**src/rtl/lpixs_burst_sram_bridge_pkg.sv**
```systemverilog
// rtl/lpixs_burst_sram_bridge_pkg.sv - shared types, parcel widths and field offsets for the LPIXS SRAM bridge
package lpixs_burst_sram_bridge_pkg;

    // Burst types carried in the aburst field; encoding 3 is treated as INCR
    localparam logic [1:0] BURST_FIXED = 2'd0;
    localparam logic [1:0] BURST_INCR  = 2'd1;
    localparam logic [1:0] BURST_WRAP  = 2'd2;

    // Fixed-width fields of the request parcel
    localparam int QW_ABURST = 2;
    localparam int QW_ASIZE  = 3;
    localparam int QW_ALEN   = 8;

    typedef enum logic [1:0] {
        ST_IDLE  = 2'd0,
        ST_WRITE = 2'd1,
        ST_WRESP = 2'd2,
        ST_READ  = 2'd3
    } state_e;

    // Request parcel: {burden, write, alen, asize, aburst, wstrb, wdata, addr}, addr at bit 0
    function automatic int BW_LPIXS_QPARCEL(input int bw_addr, input int bw_data, input int bw_burden);
        return bw_burden + 1 + QW_ALEN + QW_ASIZE + QW_ABURST + bw_data / 8 + bw_data + bw_addr;
    endfunction

    // Response parcel: {burden, rdata}
    function automatic int BW_LPIXS_YPARCEL(input int bw_data, input int bw_burden);
        return bw_burden + bw_data;
    endfunction

    function automatic int qoff_wdata(input int bw_addr);
        return bw_addr;
    endfunction

    function automatic int qoff_wstrb(input int bw_addr, input int bw_data);
        return bw_addr + bw_data;
    endfunction

    function automatic int qoff_aburst(input int bw_addr, input int bw_data);
        return qoff_wstrb(bw_addr, bw_data) + bw_data / 8;
    endfunction

    function automatic int qoff_asize(input int bw_addr, input int bw_data);
        return qoff_aburst(bw_addr, bw_data) + QW_ABURST;
    endfunction

    function automatic int qoff_alen(input int bw_addr, input int bw_data);
        return qoff_asize(bw_addr, bw_data) + QW_ASIZE;
    endfunction

    function automatic int qoff_write(input int bw_addr, input int bw_data);
        return qoff_alen(bw_addr, bw_data) + QW_ALEN;
    endfunction

    function automatic int qoff_burden(input int bw_addr, input int bw_data);
        return qoff_write(bw_addr, bw_data) + 1;
    endfunction

endpackage

```
**src/rtl/lpixs_sram_rsp_fifo.sv**
```systemverilog
// rtl/lpixs_sram_rsp_fifo.sv - 2-entry response FIFO carrying {ylast, burden, rdata}
module lpixs_sram_rsp_fifo #(
    parameter int BW = 34
) (
    input  logic          clk,
    input  logic          rst,
    input  logic          wr_en_i,
    input  logic [BW-1:0] wr_data_i,
    output logic          rd_valid_o,
    input  logic          rd_ready_i,
    output logic [BW-1:0] rd_data_o,
    output logic [1:0]    count_o
);

    logic [BW-1:0] mem_q [2];
    logic          wr_ptr_q;
    logic          rd_ptr_q;
    logic [1:0]    count_q;
    logic [1:0]    count_d;
    logic          pop;

    assign pop        = rd_valid_o & rd_ready_i;
    assign rd_valid_o = (count_q != 2'd0);
    assign rd_data_o  = rd_valid_o ? mem_q[rd_ptr_q] : '0;
    assign count_o    = count_q;

    // Occupancy tracks simultaneous push and pop; the producer never pushes when full
    always_comb begin
        count_d = count_q + {1'b0, wr_en_i} - {1'b0, pop};
    end

    // Storage and pointers; head is cleared on reset so the response outputs read zero
    always_ff @(posedge clk or posedge rst) begin
        if (rst) begin
            mem_q[0] <= '0;
            mem_q[1] <= '0;
            wr_ptr_q <= 1'b0;
            rd_ptr_q <= 1'b0;
            count_q  <= 2'd0;
        end else begin
            if (wr_en_i) begin
                mem_q[wr_ptr_q] <= wr_data_i;
                wr_ptr_q        <= ~wr_ptr_q;
            end
            if (pop) begin
                rd_ptr_q <= ~rd_ptr_q;
            end
            count_q <= count_d;
        end
    end

endmodule

```
**src/rtl/lpixs_burst_sram_bridge.sv**
```systemverilog
// rtl/lpixs_burst_sram_bridge.sv - LPIXS burst to single-beat SRAM bridge (WRAP bursts built with LPIXS_SRAM_WRAP_BURST_EN)
module lpixs_burst_sram_bridge
    import lpixs_burst_sram_bridge_pkg::*;
#(
    parameter int BW_ADDR       = 32,
    parameter int BW_DATA       = 32,
    parameter int BW_LPI_BURDEN = 1,
    parameter int BW_SRAM_ADDR  = 12
) (
    input  logic                                                     clk,
    input  logic                                                     rst,
    input  logic                                                     s_qvalid,
    output logic                                                     s_qready,
    input  logic                                                     s_qlast,
    input  logic [BW_LPIXS_QPARCEL(BW_ADDR, BW_DATA, BW_LPI_BURDEN)-1:0] s_qparcel,
    output logic                                                     s_yvalid,
    input  logic                                                     s_yready,
    output logic                                                     s_ylast,
    output logic [BW_LPIXS_YPARCEL(BW_DATA, BW_LPI_BURDEN)-1:0]        s_yparcel,
    output logic                                                     sram_req,
    output logic                                                     sram_we,
    output logic [BW_SRAM_ADDR-1:0]                                  sram_addr,
    output logic [BW_DATA/8-1:0]                                     sram_be,
    output logic [BW_DATA-1:0]                                       sram_wdata,
    input  logic [BW_DATA-1:0]                                       sram_rdata
);

    localparam int BE          = BW_DATA / 8;
    localparam int LOG2B       = (BE > 1) ? $clog2(BE) : 0;
    localparam int YW          = BW_LPIXS_YPARCEL(BW_DATA, BW_LPI_BURDEN);
    localparam int FW          = YW + 1;
    localparam int OFF_WDATA   = qoff_wdata(BW_ADDR);
    localparam int OFF_WSTRB   = qoff_wstrb(BW_ADDR, BW_DATA);
    localparam int OFF_ABURST  = qoff_aburst(BW_ADDR, BW_DATA);
    localparam int OFF_ASIZE   = qoff_asize(BW_ADDR, BW_DATA);
    localparam int OFF_ALEN    = qoff_alen(BW_ADDR, BW_DATA);
    localparam int OFF_WRITE   = qoff_write(BW_ADDR, BW_DATA);
    localparam int OFF_BURDEN  = qoff_burden(BW_ADDR, BW_DATA);
    localparam logic [2:0]         MAX_ASIZE = 3'(LOG2B);
    localparam logic [BW_ADDR-1:0] ADDR_ONE  = {{(BW_ADDR-1){1'b0}}, 1'b1};

    // Request parcel fields
    logic [BW_ADDR-1:0]       q_addr;
    logic [BW_DATA-1:0]       q_wdata;
    logic [BE-1:0]            q_wstrb;
    logic [1:0]               q_aburst;
    logic [2:0]               q_asize;
    logic [7:0]               q_alen;
    logic                     q_write;
    logic [BW_LPI_BURDEN-1:0] q_burden;
    logic [2:0]               asize_eff;

    assign q_addr    = s_qparcel[0 +: BW_ADDR];
    assign q_wdata   = s_qparcel[OFF_WDATA +: BW_DATA];
    assign q_wstrb   = s_qparcel[OFF_WSTRB +: BE];
    assign q_aburst  = s_qparcel[OFF_ABURST +: QW_ABURST];
    assign q_asize   = s_qparcel[OFF_ASIZE +: QW_ASIZE];
    assign q_alen    = s_qparcel[OFF_ALEN +: QW_ALEN];
    assign q_write   = s_qparcel[OFF_WRITE];
    assign q_burden  = s_qparcel[OFF_BURDEN +: BW_LPI_BURDEN];
    assign asize_eff = (q_asize > MAX_ASIZE) ? MAX_ASIZE : q_asize;

    state_e                   state_q, state_d;
    logic [BW_LPI_BURDEN-1:0] burden_q, burden_d;
    logic [7:0]               alen_q, alen_d;
    logic [2:0]               asize_q, asize_d;
    logic [1:0]               aburst_q, aburst_d;
    logic [BW_ADDR-1:0]       addr_q, addr_d;
    logic [7:0]               beat_q, beat_d;
    logic                     inflight_q;
    logic                     inflight_last_q;

    logic                     rd_issue;
    logic                     rd_issue_last;
    logic                     wresp_push;

    // Response FIFO plumbing
    logic                     fifo_push;
    logic [FW-1:0]            fifo_wdata;
    logic                     fifo_valid;
    logic [FW-1:0]            fifo_rdata;
    logic [1:0]               fifo_count;
    logic                     fifo_pop;
    logic [1:0]               occ_next;

    // Address of the beat being issued: the parcel in IDLE, the generated address afterwards
    logic [BW_ADDR-1:0]       cur_addr;
    logic [2:0]               cur_size;
    logic [1:0]               cur_burst;
    logic [BW_ADDR-1:0]       addr_step;
    logic [BW_ADDR-1:0]       addr_incr;
    logic [BW_ADDR-1:0]       addr_next;

    assign cur_addr  = (state_q == ST_IDLE) ? q_addr    : addr_q;
    assign cur_size  = (state_q == ST_IDLE) ? asize_eff : asize_q;
    assign cur_burst = (state_q == ST_IDLE) ? q_aburst  : aburst_q;

`ifdef LPIXS_SRAM_WRAP_BURST_EN
    logic [7:0]               cur_len;
    logic [BW_ADDR-1:0]       wrap_mask;

    assign cur_len = (state_q == ST_IDLE) ? q_alen : alen_q;
`endif

    // Next beat address: FIXED holds, INCR (and encoding 3) steps, WRAP steps inside its aligned window
    always_comb begin
        addr_step = ADDR_ONE << cur_size;
        addr_incr = cur_addr + addr_step;
        addr_next = addr_incr;
`ifdef LPIXS_SRAM_WRAP_BURST_EN
        wrap_mask = ((ADDR_ONE + BW_ADDR'(cur_len)) << cur_size) - ADDR_ONE;
`endif
        if (cur_burst == BURST_FIXED) begin
            addr_next = cur_addr;
        end
`ifdef LPIXS_SRAM_WRAP_BURST_EN
        else if (cur_burst == BURST_WRAP) begin
            addr_next = (cur_addr & ~wrap_mask) | (addr_incr & wrap_mask);
        end
`endif
    end

    // Reads are throttled so FIFO entries plus the read in flight never exceed two
    assign fifo_pop = fifo_valid & s_yready;
    assign occ_next = fifo_count - {1'b0, fifo_pop} + {1'b0, inflight_q};

    // Burst sequencer: next state, latched burst context and SRAM strobes
    always_comb begin
        state_d       = state_q;
        burden_d      = burden_q;
        alen_d        = alen_q;
        asize_d       = asize_q;
        aburst_d      = aburst_q;
        addr_d        = addr_q;
        beat_d        = beat_q;
        s_qready      = 1'b0;
        sram_req      = 1'b0;
        sram_we       = 1'b0;
        sram_addr     = '0;
        sram_be       = '0;
        sram_wdata    = '0;
        rd_issue      = 1'b0;
        rd_issue_last = 1'b0;
        wresp_push    = 1'b0;
        case (state_q)
            ST_IDLE: begin
                s_qready = ~rst & ~fifo_valid & ~inflight_q;
                if (s_qvalid && s_qready) begin
                    burden_d = q_burden;
                    alen_d   = q_alen;
                    asize_d  = asize_eff;
                    aburst_d = q_aburst;
                    beat_d   = 8'd0;
                    if (q_write) begin
                        sram_req   = 1'b1;
                        sram_we    = 1'b1;
                        sram_addr  = cur_addr[LOG2B +: BW_SRAM_ADDR];
                        sram_be    = q_wstrb;
                        sram_wdata = q_wdata;
                        addr_d     = addr_next;
                        beat_d     = 8'd1;
                        state_d    = (s_qlast || q_alen == 8'd0) ? ST_WRESP : ST_WRITE;
                    end else begin
                        addr_d  = q_addr;
                        state_d = ST_READ;
                    end
                end
            end
            ST_WRITE: begin
                s_qready = 1'b1;
                if (s_qvalid) begin
                    sram_req   = 1'b1;
                    sram_we    = 1'b1;
                    sram_addr  = cur_addr[LOG2B +: BW_SRAM_ADDR];
                    sram_be    = q_wstrb;
                    sram_wdata = q_wdata;
                    addr_d     = addr_next;
                    beat_d     = beat_q + 8'd1;
                    if (s_qlast || beat_q == alen_q) begin
                        state_d = ST_WRESP;
                    end
                end
            end
            ST_WRESP: begin
                wresp_push = 1'b1;
                state_d    = ST_IDLE;
            end
            ST_READ: begin
                if (occ_next < 2'd2) begin
                    sram_req      = 1'b1;
                    sram_addr     = cur_addr[LOG2B +: BW_SRAM_ADDR];
                    rd_issue      = 1'b1;
                    rd_issue_last = (beat_q == alen_q);
                    addr_d        = addr_next;
                    beat_d        = beat_q + 8'd1;
                    if (beat_q == alen_q) begin
                        state_d = ST_IDLE;
                    end
                end
            end
            default: state_d = ST_IDLE;
        endcase
    end

    // Sequencer registers and the one-deep read pipeline marker
    always_ff @(posedge clk or posedge rst) begin
        if (rst) begin
            state_q         <= ST_IDLE;
            burden_q        <= '0;
            alen_q          <= 8'd0;
            asize_q         <= 3'd0;
            aburst_q        <= 2'd0;
            addr_q          <= '0;
            beat_q          <= 8'd0;
            inflight_q      <= 1'b0;
            inflight_last_q <= 1'b0;
        end else begin
            state_q         <= state_d;
            burden_q        <= burden_d;
            alen_q          <= alen_d;
            asize_q         <= asize_d;
            aburst_q        <= aburst_d;
            addr_q          <= addr_d;
            beat_q          <= beat_d;
            inflight_q      <= rd_issue;
            inflight_last_q <= rd_issue_last;
        end
    end

    // Read capture and write response never coincide, so a simple mux feeds the FIFO
    assign fifo_push  = inflight_q | wresp_push;
    assign fifo_wdata = inflight_q ? {inflight_last_q, burden_q, sram_rdata}
                                   : {1'b1, burden_q, {BW_DATA{1'b0}}};

    lpixs_sram_rsp_fifo #(
        .BW (FW)
    ) u_rsp_fifo (
        .clk        (clk),
        .rst        (rst),
        .wr_en_i    (fifo_push),
        .wr_data_i  (fifo_wdata),
        .rd_valid_o (fifo_valid),
        .rd_ready_i (s_yready),
        .rd_data_o  (fifo_rdata),
        .count_o    (fifo_count)
    );

    assign s_yvalid  = fifo_valid;
    assign s_ylast   = fifo_rdata[FW-1];
    assign s_yparcel = fifo_rdata[YW-1:0];

endmodule

```
**config.mk**
```make
export PLATFORM = sky130hd
export DESIGN_NAME = lpixs_burst_sram_bridge
export DESIGN_NICKNAME = d
export VERILOG_FILES = /design/src/rtl/lpixs_burst_sram_bridge_pkg.sv /design/src/rtl/lpixs_sram_rsp_fifo.sv /design/src/rtl/lpixs_burst_sram_bridge.sv
export SDC_FILE = /design/constraint.sdc
export NUM_CORES = 1
export LEC_CHECK = 0
export CORE_ASPECT_RATIO = 0.7
export CORE_UTILIZATION = 43
export DETAILED_ROUTE_END_ITERATION = 8
export GPL_TIMING_DRIVEN = 0
export PLACE_DENSITY = 0.85
export SLEW_MARGIN = 40
export SYNTH_ARGS = -nofsm -noshare
export SYNTH_HDL_FRONTEND = slang
export SYNTH_SLANG_ARGS = --single-unit
export TNS_END_PERCENT = 1
```
**constraint.sdc**
```tcl
create_clock -name clk -period 4.4 [get_ports clk]
set_input_delay 1.32 -clock clk [delete_from_list [all_inputs] [get_ports clk]]
set_output_delay 1.32 -clock clk [all_outputs]
set_load 0.02 [all_outputs]
```
==> impl_metrics.ini <==
[run_status]
result_of_the_run = finished clean

[job]
max-cap-violations = 0

[routing]
postRouteAntennaNets = 0
drc_errors = 0
drt-met1-wl_um = 9020
route.top_layer_used = met4
wire_per_inst_um = 17.0
drt-vias-per-instance = 5.64
met3_wirelength_um = 1490
detail_route.iter0.violations = 636
routed_wirelength_um = 19700
iteration_count_of_the_initial_detailed_routing_pass = 6
routed-via-count = 6525
met2_length_um = 8860

[floorplan]
floorplan.rows = 37
fp.dieH_um = 106
die-width_um = 150
io-pin-count = 206
initial_utilization_pct = 44.5
die-area_um2 = 15900
floorplan.core_area_um2 = 14900

[global_routing]
grt_first_pass_wirelength_um = 31900
grt_antenna_before_repair = 1
grt_start_max_net_pins = 59
via_count_of_the_first_global_routing_pass = 6258
gr-total-overflow = 0
groute.usage.overall_pct = 25.5

[layout]
multi_input_area_um2 = 3670
mostFrequentLayoutCells = 142 x nand2_1, 134 x clkdlybuf4s50_1, 112 x dfrtp_1, 68 x nor2_1, 56 x o21ai_0
area_growth_pct = 37.9
layout.cells.most_common = nand2_1
layoutNonFillerInstCount = 1157
regArea_um2 = 2800
finalNetCount = 1088
share_of_cells_above_drive_strength_1_pct = 13.3
fillerInstances = 1262

[clock_tree]
worst_setup_hold_path_clk_slew_ns = 0.08
ctsHoldBuffers = 0
tritoncts.num_buffers = 9
cts_root_buf = clkbuf_16
cts-root-to-sink-buffers = 2
cts_tree = done
cts_max_level = 3
clock_latency_ns = 0.34
cts.sinks = 112

[placed_design]
place.detailed.hpwl_um = 14600
gp_congestion = 0.948
placed_cells_incl_taps = 1133
numPortBuffers = 187

[timing]
setup_viol = 0
rsz0062_at_grt = yes
fin_skew_ns = 0.00864
min_period_ns = 4.37
final_max_slew_viol_count = 0
timing.max_slew.rel_slack_pct = 45.6
worst_pin_slew_ns = 0.816
setup_total_negative_slack_ns = 0
hold_viol = 0
timing.final.crit_share_pct = 99.3
timing.fmax_ghz = 0.229

[synth]
synth_area_per_cell_um2 = 8.81
most_area_hungry_cell_type_in_the_yosys_netlist = dfrtp_1
ys.flop_type = dfrtp_1
synth-edff-count = 0
synthesis.area_um2 = 6610
count_of_unique_library_cells_instantiated_by_yosys = 63
synth-seq-area-share_pct = 42.4
netlist.area_leader.share_pct = 42.4
synth.area.top_cells = dfrtp_1 42%, nand2_1 8.1%, mux2i_1 6.4%
postSynthNetCount = 882
synthesized_netlist_cell_count = 750
synth_async_sr_flop_share_pct = 100
yosys_register_bits = 112
yosys_warnings = 0

[pwr]
total_power_mw = 6.07
power.density_nw_per_um2 = 667
p_leak_nw = 4.08
ir_drop_v = 0.000277

[worst_setup_path]
timing_worst_setup_path_type = primary input to primary output
critical_path_required_ns = 3.08
setup.worst_path.start_class = primary input
worst-path-max-fanout = 6
crit_arrival_ns = 3.05
timing.critical_path.to_type = primary output

[min_path]
hold_class = flop to flop
## power breakdown
| group | switching, mW | internal (mW) |
|---|---|---|
| Sequential | 0.292 | 1.43 |
| Clock | 0.393 | 0.427 |
| Combinational | 2.07 | 1.46 |
## timing repair
action                                  CTS  global route
gates cloned                              1             0
pin swaps                                 8             1
gates resized for setup                 252            14
endpoints found under the setup margin   51            47
hold endpoints to repair                  0             0
setup buffers                             6             0
## cell usage after synthesis (all sizes together), types with 4 or more instances
library cell,count
a211oi,5
a21oi,23
a22o,9
a32o,33
and2,4
and3,9
buf,9
clkbuf,42
dfrtp,112
ha,11
inv,18
mux2,9
mux2i,42
nand2,143
nand3,9
nor2,71
nor2b,42
nor3,8
nor3b,4
nor4,6
o211ai,8
o21a,4
o21ai,59
xnor2,10
xor2,14
## worst max-delay path, cell delays in order
cell and delay [ns]:
clkdlybuf4s15_1 0.16, and2_4 0.15, ha_4 0.25, nor2b_4 0.16, xnor2_4 0.16, nand2_2 0.09
o21ai_2 0.12, nor2_4 0.09, buf_6 0.14, a22o_1 0.26, buf_6 0.14
## layout make-up
class	instances	share of cell area (%)
tap	195	2.68
buffer	51	2.71
clock buffer	11	2.77
timing repair buffer	195	19.4
sequential	112	30.8
multi-input combinational	569	40.3
antenna	1	0.0275
inverter	18	0.824
clock inverter	5	0.522
## kinds of logic after synthesis
group	after synthesis	synth area share (%)
buffers and inverters	69	4.03
adder cells (fa/ha/maj)	12	2.39
XOR/XNOR	24	3.18
flip-flops	112	42.4
AO/OA/AOI/OAI	168	18.2
AND/OR/NAND/NOR	314	21.9
multiplexers	51	7.95
## metrics by stage
stage               hold WS [ns]  utilization, %  worst slack [ns]  area, µm²
floorplan                  0.446               -             0.121       6610
finish                     0.482            61.3            0.0286       9110
global placement           0.460            58.7             -1.57       8720
detailed placement         0.470            58.9             -1.32       8760
global route               0.505            61.3           -0.0604       9110
CTS                        0.486            61.3           0.00439       9110
## sequential cells by signal (all words and copies together), names as in the netlist
| name | cells |
|---|---|
| u_rsp_fifo.rd_ptr_q | 1 |
| state_q | 2 |
| inflight_q | 1 |
| addr_q | 14 |
| u_rsp_fifo.wr_ptr_q | 1 |
| beat_q | 8 |
| alen_q | 8 |
| aburst_q | 2 |
| u_rsp_fifo.count_o | 2 |
| inflight_last_q | 1 |
| asize_q | 3 |
| u_rsp_fifo.mem_q | 68 |
| burden_q | 1 |
## worst paths after layout
path	startpoint	endpoint	slack (ns)	cells after the start
max in group asynchronous	rst	u_rsp_fifo.mem_q[38]$_DFFE_PP0P_	2.68	3
max reg2reg	state_q[0]$_DFFE_PP0P_	addr_q[13]$_DFFE_PP0P_	0.36	13
min	u_rsp_fifo.mem_q[46]$_DFFE_PP0P_	u_rsp_fifo.mem_q[46]$_DFFE_PP0P_	0.48	2
min in group asynchronous	rst	u_rsp_fifo.mem_q[29]$_DFFE_PP0P_	1.12	2
max	s_yready	sram_addr[5]	0.03	11
min reg2reg	u_rsp_fifo.mem_q[46]$_DFFE_PP0P_	u_rsp_fifo.mem_q[46]$_DFFE_PP0P_	0.48	2
## metal layers
layer / vias up / GRT usage (%)
met3: 32 / 4.33
met5: - / 0
met4: 0 / 5.70
li1: 3050 / -
met1: 3129 / 37.2
met2: 314 / 39.2
No activity file was read; power rests on OpenSTA's default activity.
